**config.mk**
```make
export PLATFORM = sky130hd
export DESIGN_NAME = mod_mul_seq
export DESIGN_NICKNAME = d
export VERILOG_FILES = /design/src/rtl/mod_mul_seq.sv
export SDC_FILE = /design/constraint.sdc
export NUM_CORES = 1
export LEC_CHECK = 0
export BUFFER_PORTS_ARGS = -buffer_cell sky130_fd_sc_hd__buf_2
export CORE_ASPECT_RATIO = 1.4
export CORE_MARGIN = 4
export CORE_UTILIZATION = 60
export DETAILED_ROUTE_END_ITERATION = 12
export PLACE_DENSITY = 0.91
export SETUP_SLACK_MARGIN = 0.1
export SYNTH_ARGS = -nofsm -noshare
export SYNTH_HDL_FRONTEND = slang
export SYNTH_SLANG_ARGS = --single-unit
```
**constraint.sdc**
```tcl
create_clock -name clk -period 9.1 [get_ports clk]
set_input_delay 0.455 -clock clk [delete_from_list [all_inputs] [get_ports clk]]
set_output_delay 0.455 -clock clk [all_outputs]
set_load 0.02 [all_outputs]
```
**src/rtl/mod_mul_seq.sv**
```systemverilog
// Sequential modular multiplier: result = (a_in * b_in) mod modular, one multiplier
// bit per cycle (MSB first, double-and-add), valid/ready handshake on both sides.
module mod_mul_seq #(
  parameter int DATA_WIDTH = 32
) (
  input  logic                  clk,
  input  logic                  rst,
  input  logic                  in_valid,
  output logic                  in_ready,
  input  logic [DATA_WIDTH-1:0] a_in,
  input  logic [DATA_WIDTH-1:0] b_in,
  input  logic [DATA_WIDTH-1:0] modular,
  output logic                  out_valid,
  input  logic                  out_ready,
  output logic [DATA_WIDTH-1:0] result
);

  localparam int W     = DATA_WIDTH;
  localparam int CNT_W = (W > 1) ? $clog2(W) : 1;
  localparam logic [CNT_W-1:0] CNT_LAST = CNT_W'(W - 1);

  localparam logic [1:0] ST_IDLE = 2'd0;
  localparam logic [1:0] ST_RUN  = 2'd1;
  localparam logic [1:0] ST_DONE = 2'd2;

  logic [1:0]       state_q, state_d;
  logic [W-1:0]     a_q, a_d;
  logic [W-1:0]     b_q, b_d;
  logic [W-1:0]     mod_q, mod_d;
  logic [W:0]       acc_q, acc_d;
  logic [CNT_W-1:0] cnt_q, cnt_d;
  logic [W-1:0]     result_q, result_d;

  // One double-and-add step; W+1-bit arithmetic never overflows while acc < q.
  logic [W:0] dbl, dbl_red, sum, sum_red, mod_ext;

  always_comb begin
    mod_ext = {1'b0, mod_q};
    dbl     = acc_q << 1;
    dbl_red = (dbl >= mod_ext) ? dbl - mod_ext : dbl;
    sum     = b_q[cnt_q] ? dbl_red + {1'b0, a_q} : dbl_red;
    sum_red = (sum >= mod_ext) ? sum - mod_ext : sum;
  end

  always_comb begin
    // NOTE: every next-state signal gets a default first so no path leaves it
    // unassigned; that is what keeps this block free of inferred latches.
    state_d  = state_q;
    a_d      = a_q;
    b_d      = b_q;
    mod_d    = mod_q;
    acc_d    = acc_q;
    cnt_d    = cnt_q;
    result_d = result_q;
    case (state_q)
      ST_IDLE: begin
        if (in_valid) begin
          state_d = ST_RUN;
          // An out-of-range multiplicand is replaced by 0 so acc stays below q.
          a_d     = (a_in < modular) ? a_in : '0;
          b_d     = b_in;
          mod_d   = modular;
          acc_d   = '0;
          cnt_d   = CNT_LAST;
        end
      end
      ST_RUN: begin
        acc_d = sum_red;
        cnt_d = cnt_q - CNT_W'(1);
        if (cnt_q == '0) begin
          state_d  = ST_DONE;
          result_d = sum_red[W-1:0];
          cnt_d    = CNT_LAST;
        end
      end
      ST_DONE: begin
        if (out_ready) state_d = ST_IDLE;
      end
      default: state_d = ST_IDLE;
    endcase
  end

  // NOTE: sequential state is written with non-blocking assignments only, so all
  // registers update together from values sampled at the same edge.
  always_ff @(posedge clk) begin
    if (rst) begin
      state_q  <= ST_IDLE;
      a_q      <= '0;
      b_q      <= '0;
      mod_q    <= '0;
      acc_q    <= '0;
      cnt_q    <= CNT_LAST;
      result_q <= '0;
    end else begin
      state_q  <= state_d;
      a_q      <= a_d;
      b_q      <= b_d;
      mod_q    <= mod_d;
      acc_q    <= acc_d;
      cnt_q    <= cnt_d;
      result_q <= result_d;
    end
  end

  assign in_ready  = (state_q == ST_IDLE);
  assign out_valid = (state_q == ST_DONE);
  assign result    = result_q;

endmodule

```
==> impl_metrics.yaml <==
outcome:
  outcome: "finished clean"
grt:
  grt_pass1_vias: 14200
  antenna_found_initial: 0
  grtUsageTotal_pct: 36.2
  grt_overflow_total: 0
  grt_max_degree: 66
  grt_pass1_wl_um: 72300
floorplanning:
  io_pins: 134
  design.core.area_mm2: 0.0226
  start_util_pct: 61.1
  rows: 65
  dieArea_mm2: 0.0256
  die_h_um: 188
  fp.dieW_um: 136
worst_setup_path:
  crit_path_max_fanout: 34
  cpPeakStageDelay_ns: 0.57
  slowest_stage: "and3_2"
  end_kind: "flip-flop"
  crit_path_start_kind: "flip-flop"
  arrival_ns: 8.79
  cp.required_ns: 9.44
  path_class: "flip-flop to flip-flop"
  path_buf_inv: 2
  crit_family: "compound AO/OA/AOI/OAI gates"
timing:
  rsz0062_at_grt: "false"
  hold_violations: 0
  fin_skew_ns: 0.0126
  tns_ns: 0
  timing.final.crit_share_pct: 92.8
  max_slew.worst_pin.slew_ns: 1.26
  finalMaxSlewViolations: 0
  hold_slack_ns: 0.228
  fin_crit_ns: 8.44
  fmax_mhz: 118
  slew-limit-headroom_pct: 15.5
  layout_setup_ws_ns: 0.658
  setup_viol: 0
clock_tree:
  post_cts_buffers: 0
  cts_max_level: 4
  clockBufferDepth: 2
  ctsResizeCount: 0
  insertion_delay_ns: 0.46
  cts.clk_slew.worst_paths_ns: 0.08
  cts_tree: "built"
  root_buffer: "clkbuf_16"
  holdBufCountCts: 0
  clkSinkCount: 167
  cts_buffers: 17
finish:
  num_antenna_cells: 0
  final_common_cell: "nand2_1"
  final_nets: 2105
  stdcell_count: 2188
  most-common-layout-cells: "253 x nand2_1, 187 x a21oi_1, 167 x dfxtp_1"
  final_cell_area_mm2: 0.0152
  area_growth_pct: 9.92
  drive_gt1_share_pct: 13.1
placement:
  io_buffers: 133
  hpwl_um: 36400
  placed_area_mm2: 0.0146
  placed_cells: 2156
  gp_congestion: 1.07
  place_ws_ns: 0.885
routing:
  drc_errors: 0
  routedWlPerCell_um: 21.5
  antenna_left: 0
  vias: 14400
  drt_iter0_markers: 1229
  dr.pass1.iters: 5
  drt-total-wl_um: 47000
  via_per_inst: 6.57
yosys:
  ys_seq_area_share_pct: 24.2
  synth.avg_cell_area_um2: 7.65
  synth_fp_nets: 2038
  synth_edf_count: 0
  yosysWarnings: 0
  synth-seq-cells: 167
  synth_cells: 1807
  ys.flop_type: "dfxtp_1"
  synth_cell_types: 85
  ys_async_sr_fraction_pct: 0
  syn-cell-area_mm2: 0.0138
min_path:
  hold_path.class: "input pin to flip-flop"
power_and_ir_drop:
  p_leak_uw: 0.00681
  powerDensity_mw_per_mm2: 452
  ir_worst_vdd_mv: 0.361
job:
  maxCapViolCount: 0
[cell usage after synthesis, types with 8 or more instances]
library cell / instances / area [um2]
clkbuf_1: 62 / 233
a211oi_1: 19 / 143
o21bai_1: 16 / 120
xor2_1: 38 / 333
or3_1: 15 / 93.8
and4_1: 12 / 105
and2_1: 11 / 68.8
o21ai_0: 89 / 445
o21ai_1: 8 / 40.0
nor2b_1: 13 / 81.3
a221o_1: 12 / 120
mux2i_1: 11 / 110
nor2_1: 108 / 405
o211ai_1: 14 / 105
inv_1: 109 / 409
buf_2: 31 / 155
o31ai_1: 20 / 150
dfxtp_1: 167 / 3340
nand2_1: 254 / 953
xnor2_1: 42 / 368
mux2_2: 17 / 191
nor3_1: 39 / 195
a22o_1: 32 / 280
nand4_1: 13 / 81.3
nor4_1: 36 / 225
a311oi_1: 15 / 131
a32o_1: 13 / 130
mux4_2: 9 / 203
nand3_1: 41 / 205
a21o_1: 60 / 450
nand2b_1: 16 / 100
and3_1: 14 / 87.6
ha_1: 128 / 1600
a31oi_1: 12 / 75.1
o21a_1: 11 / 82.6
a21oi_1: 189 / 946
[stage by stage]
step	power, uW	utilization, %
3_5_place_dp	5910	64.5
3_3_place_gp	5850	64.5
2_1_floorplan	4630	-
6_report	6870	67.2
4_1_cts	6690	67.2
5_1_grt	7290	67.2
[where the power goes]
part	total (uW)	switching, uW	internal (uW)
Clock	755	361	394
Combinational	5270	3390	1880
Sequential	851	59.9	791
Total	6870	3810	3060
[logic make-up (layout without fill, tap and decap cells)]
group,count (synthesis),in the layout,share of synthesized area (%)
buffers and inverters,213,293,6.40
muxes,37,37,3.65
xor gates and xnor gates,81,81,5.19
AOI/OAI and AO/OA,580,580,28.0
adders and majority gates,131,131,12.0
DFF,167,167,24.2
and+or+nand+nor,598,598,20.5
[state kept, by name, summed over array words and instances, names as in the netlist]
name and flops:
state_q 2, acc_q 32, a_q 32, result 32, b_q 32, cnt_q 5, mod_q 32
[cell type report]
type	count	area [um2]
multi-input cells	1427	9650
fillers	1966	7420
flip-flops and latches	167	3340
repair buffers	152	811
clock buffers	17	425
inverters	109	409
well taps	301	377
clock inverters	15	174
[worst paths after layout]
check	depth (start not counted)	endpoint	from	slack [ns]
hold reg to reg	2	b_q[29]	b_q[29]	0.45
setup / recovery	29	acc_q[18]	mod_q[10]	0.66
hold / removal	2	a_q[25]	a_in[25]	0.23
setup reg to reg	29	acc_q[18]	mod_q[10]	0.66
[layer usage]
layer | GRT usage, % | routed length (um) | vias up
li1 | - | - | 6729
met1 | 36.0 | 16000 | 6730
met2 | 60.8 | 22700 | 642
met3 | 6.07 | 2570 | 269
met4 | 37.2 | 5670 | 0
met5 | 0 | 0 | -
(Power assumes the default switching activity.)
